--- config.mk ---
export PLATFORM = sky130hd
export DESIGN_NAME = alu_mc_flat
export DESIGN_NICKNAME = d
export VERILOG_FILES = /design/src/rtl/alu_mc_if.sv /design/src/rtl/alu_mc.sv /design/src/flat_wrapper.sv
export SDC_FILE = /design/constraint.sdc
export NUM_CORES = 1
export LEC_CHECK = 0
export ABC_AREA = 1
export BUFFER_PORTS_ARGS = -buffer_cell sky130_fd_sc_hd__buf_2
export CAP_MARGIN = 20
export CORE_AREA = 2 2 110 112
export CTS_BUF_LIST = sky130_fd_sc_hd__clkbuf_4 sky130_fd_sc_hd__clkbuf_8
export CTS_CLUSTER_SIZE = 20
export DETAILED_ROUTE_END_ITERATION = 10
export DIE_AREA = 0 0 112 114
export PLACE_DENSITY_LB_ADDON = 0.3
export SYNTH_ARGS = -nofsm -noshare
export SYNTH_HDL_FRONTEND = slang
export SYNTH_SLANG_ARGS = --single-unit
--- constraint.sdc ---
create_clock -name Clk -period 2.3 [get_ports Clk]
set_input_delay 0.115 -clock Clk [delete_from_list [all_inputs] [get_ports Clk]]
set_output_delay 0.115 -clock Clk [all_outputs]
set_load 0.02 [all_outputs]
--- src/rtl/alu_mc_if.sv ---
// Start/Done request bus of the multi-cycle ALU: operands and opcode in, registered result and flags out.
interface alu_mc_if #(parameter int W = 8);
    logic         Start;
    logic [2:0]   OP;
    logic [W-1:0] InputA;
    logic [W-1:0] InputB;
    logic         SC_in;
    logic [W-1:0] Out;
    logic [W-1:0] OutHi;
    logic         SC_out;
    logic         Zero;
    logic         Even;
    logic         Equal;
    logic         Busy;
    logic         Done;

    modport master (
        output Start, OP, InputA, InputB, SC_in,
        input  Out, OutHi, SC_out, Zero, Even, Equal, Busy, Done
    );

    modport slave (
        input  Start, OP, InputA, InputB, SC_in,
        output Out, OutHi, SC_out, Zero, Even, Equal, Busy, Done
    );
endinterface

--- src/rtl/alu_mc.sv ---
// Parametrised ALU: single-cycle ops register on the accepting edge; MUL runs W shift-add iterations.
module alu_mc #(
    parameter int W = 8
) (
    input  logic   Clk,
    input  logic   Reset,
    alu_mc_if.slave bus
);
    localparam int CW = $clog2(W + 1);

    localparam logic [1:0] S_IDLE = 2'd0;
    localparam logic [1:0] S_MUL  = 2'd1;
    localparam logic [1:0] S_DONE = 2'd2;

    localparam logic [2:0] OP_ADD   = 3'b000;
    localparam logic [2:0] OP_AND   = 3'b001;
    localparam logic [2:0] OP_XOR   = 3'b010;
    localparam logic [2:0] OP_SRL   = 3'b011;
    localparam logic [2:0] OP_SLL   = 3'b100;
    localparam logic [2:0] OP_SUB   = 3'b101;
    localparam logic [2:0] OP_MUL   = 3'b110;
    localparam logic [2:0] OP_PASSB = 3'b111;

    logic [1:0]     state;
    logic [CW-1:0]  cnt;
    logic [2*W-1:0] acc;
    logic [2*W-1:0] mcand;
    logic [2*W-1:0] acc_next;
    logic [W-1:0]   mplier;

    logic [W-1:0]   out_q;
    logic [W-1:0]   hi_q;
    logic           sc_q;
    logic           zero_q;
    logic           even_q;
    logic           equal_q;

    logic           accept;
    logic [W:0]     sum;
    logic [W:0]     diff;
    logic [W-1:0]   res;
    logic           res_c;

    always_comb begin
        accept = bus.Start && (state != S_MUL);
        sum    = {1'b0, bus.InputA} + {1'b0, bus.InputB} + (W+1)'(bus.SC_in);
        // The extra top bit of the (W+1)-bit difference is the borrow.
        diff   = {1'b0, bus.InputA} - {1'b0, bus.InputB} - (W+1)'(bus.SC_in);
        res    = '0;
        res_c  = 1'b0;
        case (bus.OP)
            OP_ADD:   begin res = sum[W-1:0];  res_c = sum[W]; end
            OP_AND:   res = bus.InputA & bus.InputB;
            OP_XOR:   res = bus.InputA ^ bus.InputB;
            OP_SRL:   begin res = {bus.SC_in, bus.InputA[W-1:1]}; res_c = bus.InputA[0]; end
            OP_SLL:   begin res = {bus.InputA[W-2:0], bus.SC_in}; res_c = bus.InputA[W-1]; end
            OP_SUB:   begin res = diff[W-1:0]; res_c = diff[W]; end
            OP_PASSB: res = bus.InputB;
            default:  res = '0;
        endcase
        acc_next = acc + (mplier[0] ? mcand : '0);
    end

    always_ff @(posedge Clk) begin
        if (Reset) begin
            state   <= S_IDLE;
            cnt     <= '0;
            acc     <= '0;
            mcand   <= '0;
            mplier  <= '0;
            out_q   <= '0;
            hi_q    <= '0;
            sc_q    <= 1'b0;
            zero_q  <= 1'b1;
            even_q  <= 1'b1;
            equal_q <= 1'b0;
        end else if (accept) begin
            equal_q <= (bus.InputA == bus.InputB);
            if (bus.OP == OP_MUL) begin
                state  <= S_MUL;
                cnt    <= CW'(W);
                acc    <= '0;
                mcand  <= {{W{1'b0}}, bus.InputA};
                mplier <= bus.InputB;
            end else begin
                state  <= S_DONE;
                out_q  <= res;
                hi_q   <= '0;
                sc_q   <= res_c;
                zero_q <= (res == '0);
                even_q <= ~res[0];
            end
        end else if (state == S_MUL) begin
            acc    <= acc_next;
            mcand  <= mcand << 1;
            mplier <= mplier >> 1;
            cnt    <= cnt - CW'(1);
            // Last iteration publishes the product straight from the adder output.
            if (cnt == CW'(1)) begin
                state  <= S_DONE;
                out_q  <= acc_next[W-1:0];
                hi_q   <= acc_next[2*W-1:W];
                sc_q   <= |acc_next[2*W-1:W];
                zero_q <= (acc_next == '0);
                even_q <= ~acc_next[0];
            end
        end else if (state == S_DONE) begin
            state <= S_IDLE;
        end
    end

    assign bus.Out    = out_q;
    assign bus.OutHi  = hi_q;
    assign bus.SC_out = sc_q;
    assign bus.Zero   = zero_q;
    assign bus.Even   = even_q;
    assign bus.Equal  = equal_q;
    assign bus.Busy   = (state == S_MUL);
    assign bus.Done   = (state == S_DONE);
endmodule

--- src/flat_wrapper.sv ---
// flat-port wrapper written by rule: the top's interface ports become plain ports
module alu_mc_flat 
#(
    parameter int W = 8
)
  (Clk, Reset, bus_Start, bus_OP, bus_InputA, bus_InputB, bus_SC_in, bus_Out, bus_OutHi, bus_SC_out, bus_Zero, bus_Even, bus_Equal, bus_Busy, bus_Done);
  alu_mc_if #(.W(W)) bus_i ();
  input  logic Clk;
  input  logic Reset;
  input wire logic [$bits(bus_i.Start)-1:0] bus_Start;
  input wire logic [$bits(bus_i.OP)-1:0] bus_OP;
  input wire logic [$bits(bus_i.InputA)-1:0] bus_InputA;
  input wire logic [$bits(bus_i.InputB)-1:0] bus_InputB;
  input wire logic [$bits(bus_i.SC_in)-1:0] bus_SC_in;
  output wire logic [$bits(bus_i.Out)-1:0] bus_Out;
  output wire logic [$bits(bus_i.OutHi)-1:0] bus_OutHi;
  output wire logic [$bits(bus_i.SC_out)-1:0] bus_SC_out;
  output wire logic [$bits(bus_i.Zero)-1:0] bus_Zero;
  output wire logic [$bits(bus_i.Even)-1:0] bus_Even;
  output wire logic [$bits(bus_i.Equal)-1:0] bus_Equal;
  output wire logic [$bits(bus_i.Busy)-1:0] bus_Busy;
  output wire logic [$bits(bus_i.Done)-1:0] bus_Done;
  assign bus_i.Start = bus_Start;
  assign bus_i.OP = bus_OP;
  assign bus_i.InputA = bus_InputA;
  assign bus_i.InputB = bus_InputB;
  assign bus_i.SC_in = bus_SC_in;
  assign bus_Out = bus_i.Out;
  assign bus_OutHi = bus_i.OutHi;
  assign bus_SC_out = bus_i.SC_out;
  assign bus_Zero = bus_i.Zero;
  assign bus_Even = bus_i.Even;
  assign bus_Equal = bus_i.Equal;
  assign bus_Busy = bus_i.Busy;
  assign bus_Done = bus_i.Done;
  alu_mc #(.W(W)) u_core (.Clk(Clk), .Reset(Reset), .bus(bus_i));
endmodule
Word level (Yosys, flattened, before mapping):

Cells that the tools add are included.

* register bits after elaboration: 66
* input port bits: 23
* logic and storage cells: 87
* output and inout port bits: 22

* equal/unequal tests: 15
* add/subtract/negate cells: 6
* multiplexer cells: 40
* reduce and logical (&&, ||, !) cells: 11
* bitwise operators: 4

Operators by type and width (number)
* two-way mux 16 bit: 7
* two-way mux 8 bit: 11
* case mux 8 bit (7 select lines): 1
* adder 16 bit: 1
* zero test 16 bit: 1
* == test 3 bit, second input constant: 4
* two-way mux 1 bit: 12
* two-way mux 4 bit: 3
* two-way mux 2 bit: 5
* adder 8 x 8 -> 9 bit: 1
* adder 9 x 1 -> 9 bit: 1
* subtractor 8 x 8 -> 9 bit: 1
* subtractor 9 x 1 -> 9 bit: 1
* AND 8 bit: 1
* == test 8 bit: 1
* zero test 8 bit: 1
* OR reduction 8 bit: 1
* bitwise XOR 8 bit: 1
* == test 3 x 2 -> 1 bit, second input constant: 2
* == test 4 x 1 -> 1 bit, second input constant: 1
* != test 2 bit, second input constant: 2
* case mux 1 bit (4 select lines): 1
* AND reduction 2 bit: 2
* nonzero test 2 bit: 2
* 11 further kinds: 12

Longest topological paths before layout:

* depth after elaboration: 6
* depth in mapped cells: 20
* depth with buffers taken out: 18

Worst setup path before layout:

Ideal clock, no wire load.

* path type: reg-to-reg
* start point: register u_core.mplier[0]
* end point: register u_core.sc_q, in the netlist u_core.bus.SC_out
* required time: 2191 ps
* library setup time: 109 ps
* buffers on the path: 2
* data arrival time: 2163 ps
* clock period less this slack: 2272 ps
* stages on the path, launching flop included: 20
* slack: 28 ps
* cell sequence: dfxtp_1 > clkbuf_1 > clkbuf_1 > nand2_1 > inv_1 > ha_1 > nand2_1 > inv_1 > nand2_1 > nand2_1 > a21oi_1 > nand3_1 > nand2_1 > nand2_1 > nor2_1 > nand2_1 > nand2_1 > nand3_1 > nand2_1 > inv_1

* cells in the longest elaborated chain, start to end: 6

Ends and longest elaborated chain
* start: declaration: RTL line alu_mc.sv:29 `logic [W-1:0] mplier;`
* start signal: assignment: RTL line alu_mc.sv:84 `mplier <= bus.InputB;`
* start signal: assignment: RTL line alu_mc.sv:96 `mplier <= mplier >> 1;`
* two-way mux 16 bit: RTL line alu_mc.sv:61 `acc_next = acc + (mplier[0] ? mcand : '0);`
* adder 16 bit: RTL line alu_mc.sv:61
* OR reduction 8 bit: RTL line alu_mc.sv:103 `sc_q <= |acc_next[2*W-1:W];`
* two-way mux 1 bit: RTL line alu_mc.sv:99 `if (cnt == CW'(1)) begin`
* two-way mux 1 bit: RTL line alu_mc.sv:93 `end else if (state == S_MUL) begin`
* two-way mux 1 bit: RTL line alu_mc.sv:77 `end else if (accept) begin`
* end signal: assignment: RTL line alu_mc.sv:89 `sc_q <= res_c;`
* end signal: assignment: RTL line alu_mc.sv:103
* end: declaration: RTL line alu_mc.sv:33 `logic sc_q;`

No other way between the ends. The select of a mux whose other input is x is not followed.
A chain may end at the register's enable or synchronous reset.

Final worst setup path:

* start point: register u_core.mplier[0]
* end point: register u_core.out_q[6], in the netlist u_core.bus.Out[6]

* cells in the longest elaborated chain, start to end: 5

Ends and longest elaborated chain
* two-way mux 16 bit: RTL line alu_mc.sv:61
* adder 16 bit: RTL line alu_mc.sv:61
* two-way mux 8 bit: RTL line alu_mc.sv:99
* two-way mux 8 bit: RTL line alu_mc.sv:93
* two-way mux 8 bit: RTL line alu_mc.sv:77
* end signal: assignment: RTL line alu_mc.sv:87 `out_q <= res;`
* end signal: assignment: RTL line alu_mc.sv:101 `out_q <= acc_next[W-1:0];`
* end: declaration: RTL line alu_mc.sv:31 `logic [W-1:0] out_q;`

No other way between the ends. The select of a mux whose other input is x is not followed.

==> flow_metrics.py <==
metrics = {
    "setup_path": {
        "required_ps": 2580,
        "slowest_delay_ps": 370,
        "cp-end-kind": "register",
        "worst_path_most_repeated_cell": "nand2_1",
        "critPathSlowestCell": "dfxtp_4",
        "start_kind": "register",
        "crit_chain": "buf_12 -> nand2_1 -> inv_1 -> ha_4 -> nand2_2 -> nand2_1 -> nand2_1 -> nand3_2 -> buf_4 -> xor2_2 -> or2_2 -> nor2_4 -> a21oi_1 -> a21oi_1",
        "crit_fanout": 15,
        "arrival_ps": 2510,
        "critPathKind": "reg2reg",
        "r2r_slack_ps": 80,
        "r2r_cells": 14,
    },
    "sta": {
        "period_share": 0.967,
        "fmax_mhz": 449,
        "rsz0062_at_grt": "true",
        "maxSlewViolCount": 0,
        "tightest_slew_ps": 664,
        "hold_ws_ps": 61.2,
        "finalSetupViolations": 0,
        "slew_headroom": 0.557,
        "finalHoldViolCount": 0,
        "fin_skew_ps": 8.25,
        "period_needed_ps": 2220,
        "setup_slack_ps": 75.1,
    },
    "synth": {
        "synth_area_per_cell_um2": 6.17,
        "synthFlopType": "dfxtp_1",
        "synth_top_area_share": 0.259,
        "async_flop_share": 0,
        "synthCells": 827,
        "yosys-top-cells-area": "dfxtp_1 26%, nand2_1 20%, ha_1 10%, inv_1 8.9%, a21oi_1 6.9%",
        "ys_types": 38,
        "synth_top_area_cell": "dfxtp_1",
        "yosys_register_bits": 66,
        "synth_edf_count": 0,
        "synth_area_um2": 5100,
        "syn_nets": 896,
        "ys_seq_area_frac": 0.259,
        "yosys_warnings": 0,
    },
    "die": {
        "rows": 40,
        "initial_utilization": 0.436,
        "die_h_um": 114,
        "pin_count": 45,
        "die_area_um2": 12800,
        "coreArea_um2": 11700,
        "die_w_um": 112,
    },
    "detailed_routing": {
        "drtIter0Drc": 344,
        "num_vias": 5455,
        "vias_per_cell": 5.23,
        "drcViolationCount": 0,
        "totalWireLength_mm": 15.6,
        "ant_nets": 0,
        "routedWlPerCell_um": 14.9,
        "drt_first_pass_iters": 5,
    },
    "clock_network": {
        "ctsRootBufferMaster": "clkbuf_8",
        "clk_path_buf_depth": 2,
        "cts_sinks": 66,
        "cts_tree": "done",
        "cts_max_level": 3,
        "clkTransAtPathRegs_ps": 70,
        "clk_latency_ps": 350,
        "ctsHoldBuffers": 0,
        "cts_buffers": 9,
    },
    "grt": {
        "grt.total_usage": 0.241,
        "antenna_found_initial": 0,
        "overflow": 0,
        "grt_max_degree": 47,
        "grt_pass1_vias": 5217,
        "grt_pass1_wl_mm": 24.9,
    },
    "status": {
        "status": "finished clean",
    },
    "min_path": {
        "hold_path.class": "in2reg",
        "min_path_cells": 3,
    },
    "power_and_ir_drop": {
        "finalPower_mw": 3.07,
        "peakVddDrop_uv": 233,
        "leakage_nw": 3.09,
        "p_per_area_nw_per_um2": 491,
    },
    "placed_design": {
        "dpl.hpwl_mm": 11.6,
        "port_buffers": 44,
        "pre_cts_ws_ps": -76.5,
        "gp_congestion": 0.966,
        "placed_area_um2": 5600,
    },
    "final_layout": {
        "fin_util": 0.533,
        "diodes": 0,
        "layout-drive-gt1-share": 0.187,
        "syn2layout_area_growth_pct": 22.5,
        "final_area_um2": 6250,
        "fillers": 1213,
        "nets": 961,
    },
    "job": {
        "maxCapViolations": 0,
    },
}
area by class of cell:
| cell class | instances | area [um2] | share of cell area |
|---|---|---|---|
| multi-input cells | 614 | 3550 | 0.568 |
| flip-flops and latches | 66 | 1330 | 0.212 |
| repair buffers | 76 | 473 | 0.0757 |
| inverters | 125 | 472 | 0.0755 |
| well taps | 147 | 184 | 0.0294 |
| clock buffers | 10 | 131 | 0.0210 |
| clock inverters | 6 | 114 | 0.0182 |
cells in the mapped netlist, types with 2 or more instances:
cell and instances:
xor2_1 7, nand3b_1 3, buf_1 2, nand4_1 11, a211oi_1 3, inv_1 121, nand2_1 274, a31oi_1 15
buf_2 5, fa_1 5, o22ai_1 8, dfxtp_1 66, nor3_1 5, o21ai_1 2, o21ai_0 33, xnor2_1 2
o21bai_1 2, nor2_4 2, inv_2 4, nor4_1 2, or2_2 4, a21oi_1 70, clkbuf_1 12, ha_1 41
nor2_1 58, buf_6 3, nand2_4 2, nand3_1 55
power by group:
part / internal, mW / leakage, nW / total, mW / switching (mW)
Sequential: 1.18 / 0.536 / 1.20 / 0.0252
Combinational: 0.225 / 2.44 / 0.650 / 0.425
Clock: 0.736 / 0.117 / 1.21 / 0.476
Total: 2.14 / 3.09 / 3.07 / 0.926
layer usage:
| layer | up-vias | wire, um | part of all wire | GRT usage |
|---|---|---|---|---|
| met1 | 2486 | 6790 | 0.44 | 0.296 |
| met3 | 33 | 631 | 0.041 | 0.0319 |
| met2 | 143 | 7700 | 0.49 | 0.433 |
| li1 | 2793 | - | - | - |
| met4 | 0 | 449 | 0.029 | 0.0894 |
| met5 | - | 0 | 0 | 0 |
critical path: cells and delay by family (launching register included):
| family | cells | cell delay [ps] |
|---|---|---|
| and+or+nand+nor | 7 | 840 |
| AOI/OAI and AO/OA | 2 | 170 |
| adders and majority gates | 1 | 230 |
| DFF | 1 | 370 |
| buffers and inverters | 3 | 400 |
| xor gates and xnor gates | 1 | 150 |
cell families after synthesis:
kind of cell               count (synthesis)  synth area share
AOI/OAI and AO/OA                        138             0.146
xor gates and xnor gates                   9            0.0155
adders and majority gates                 46             0.120
buffers and inverters                    148             0.117
DFF                                       66             0.259
and+or+nand+nor                          420             0.342
flip-flops by register name, summed over array words and instances (netlist names):
signal and flops:
u_core.acc 16, u_core.bus.Equal 1, u_core.bus.Even 1, u_core.bus.Out 8, u_core.bus.OutHi 8, u_core.bus.SC_out 1
u_core.bus.Zero 1, u_core.cnt 4, u_core.mcand 16, u_core.mplier 8, u_core.state 2
through the flow:
stage          std cells  setup TNS (ps)
2_1_floorplan        827               0
3_3_place_gp        1023           -84.2
3_5_place_dp        1023            -280
4_1_cts             1040               0
5_1_grt             1044            -168
6_report            1044               0
cells in the final DEF (no fill, tap or decap), types with 4 or more instances in the layout:
cell type | synthesis | final
nand4_1 | 11 | 11
nor2_2 | 1 | 9
nand3_1 | 55 | 48
a31oi_1 | 15 | 15
buf_4 | 0 | 31
ha_4 | 0 | 14
xor2_1 | 7 | 4
nor3_1 | 5 | 5
a21oi_1 | 70 | 67
dfxtp_1 | 66 | 65
clkbuf_8 | 1 | 9
nand3_2 | 0 | 6
inv_2 | 4 | 6
o21ai_0 | 33 | 33
buf_2 | 5 | 44
inv_1 | 121 | 118
nand2_2 | 1 | 15
o22ai_1 | 8 | 8
nor2_4 | 2 | 6
or2_2 | 4 | 4
nand2_1 | 274 | 259
fa_1 | 5 | 4
nor2_1 | 58 | 47
ha_1 | 41 | 25
final timing paths:
path | end | startpoint
setup / recovery | u_core.bus.Out[6] | u_core.mplier[0]
hold reg to reg | u_core.bus.OutHi[6] | u_core.bus.OutHi[6]
setup reg to reg | u_core.bus.Out[6] | u_core.mplier[0]
hold / removal | u_core.mplier[7] | bus_InputB[7]
repair_timing:
| action | CTS | global route |
|---|---|---|
| pin swaps | 2 | 12 |
| gates resized for setup | 12 | 60 |
| buffers inserted | 0 | 4 |
| gates cloned | 1 | 0 |
| endpoints found under the setup margin | 18 | 28 |
No activity file was read; power rests on OpenSTA's default activity.
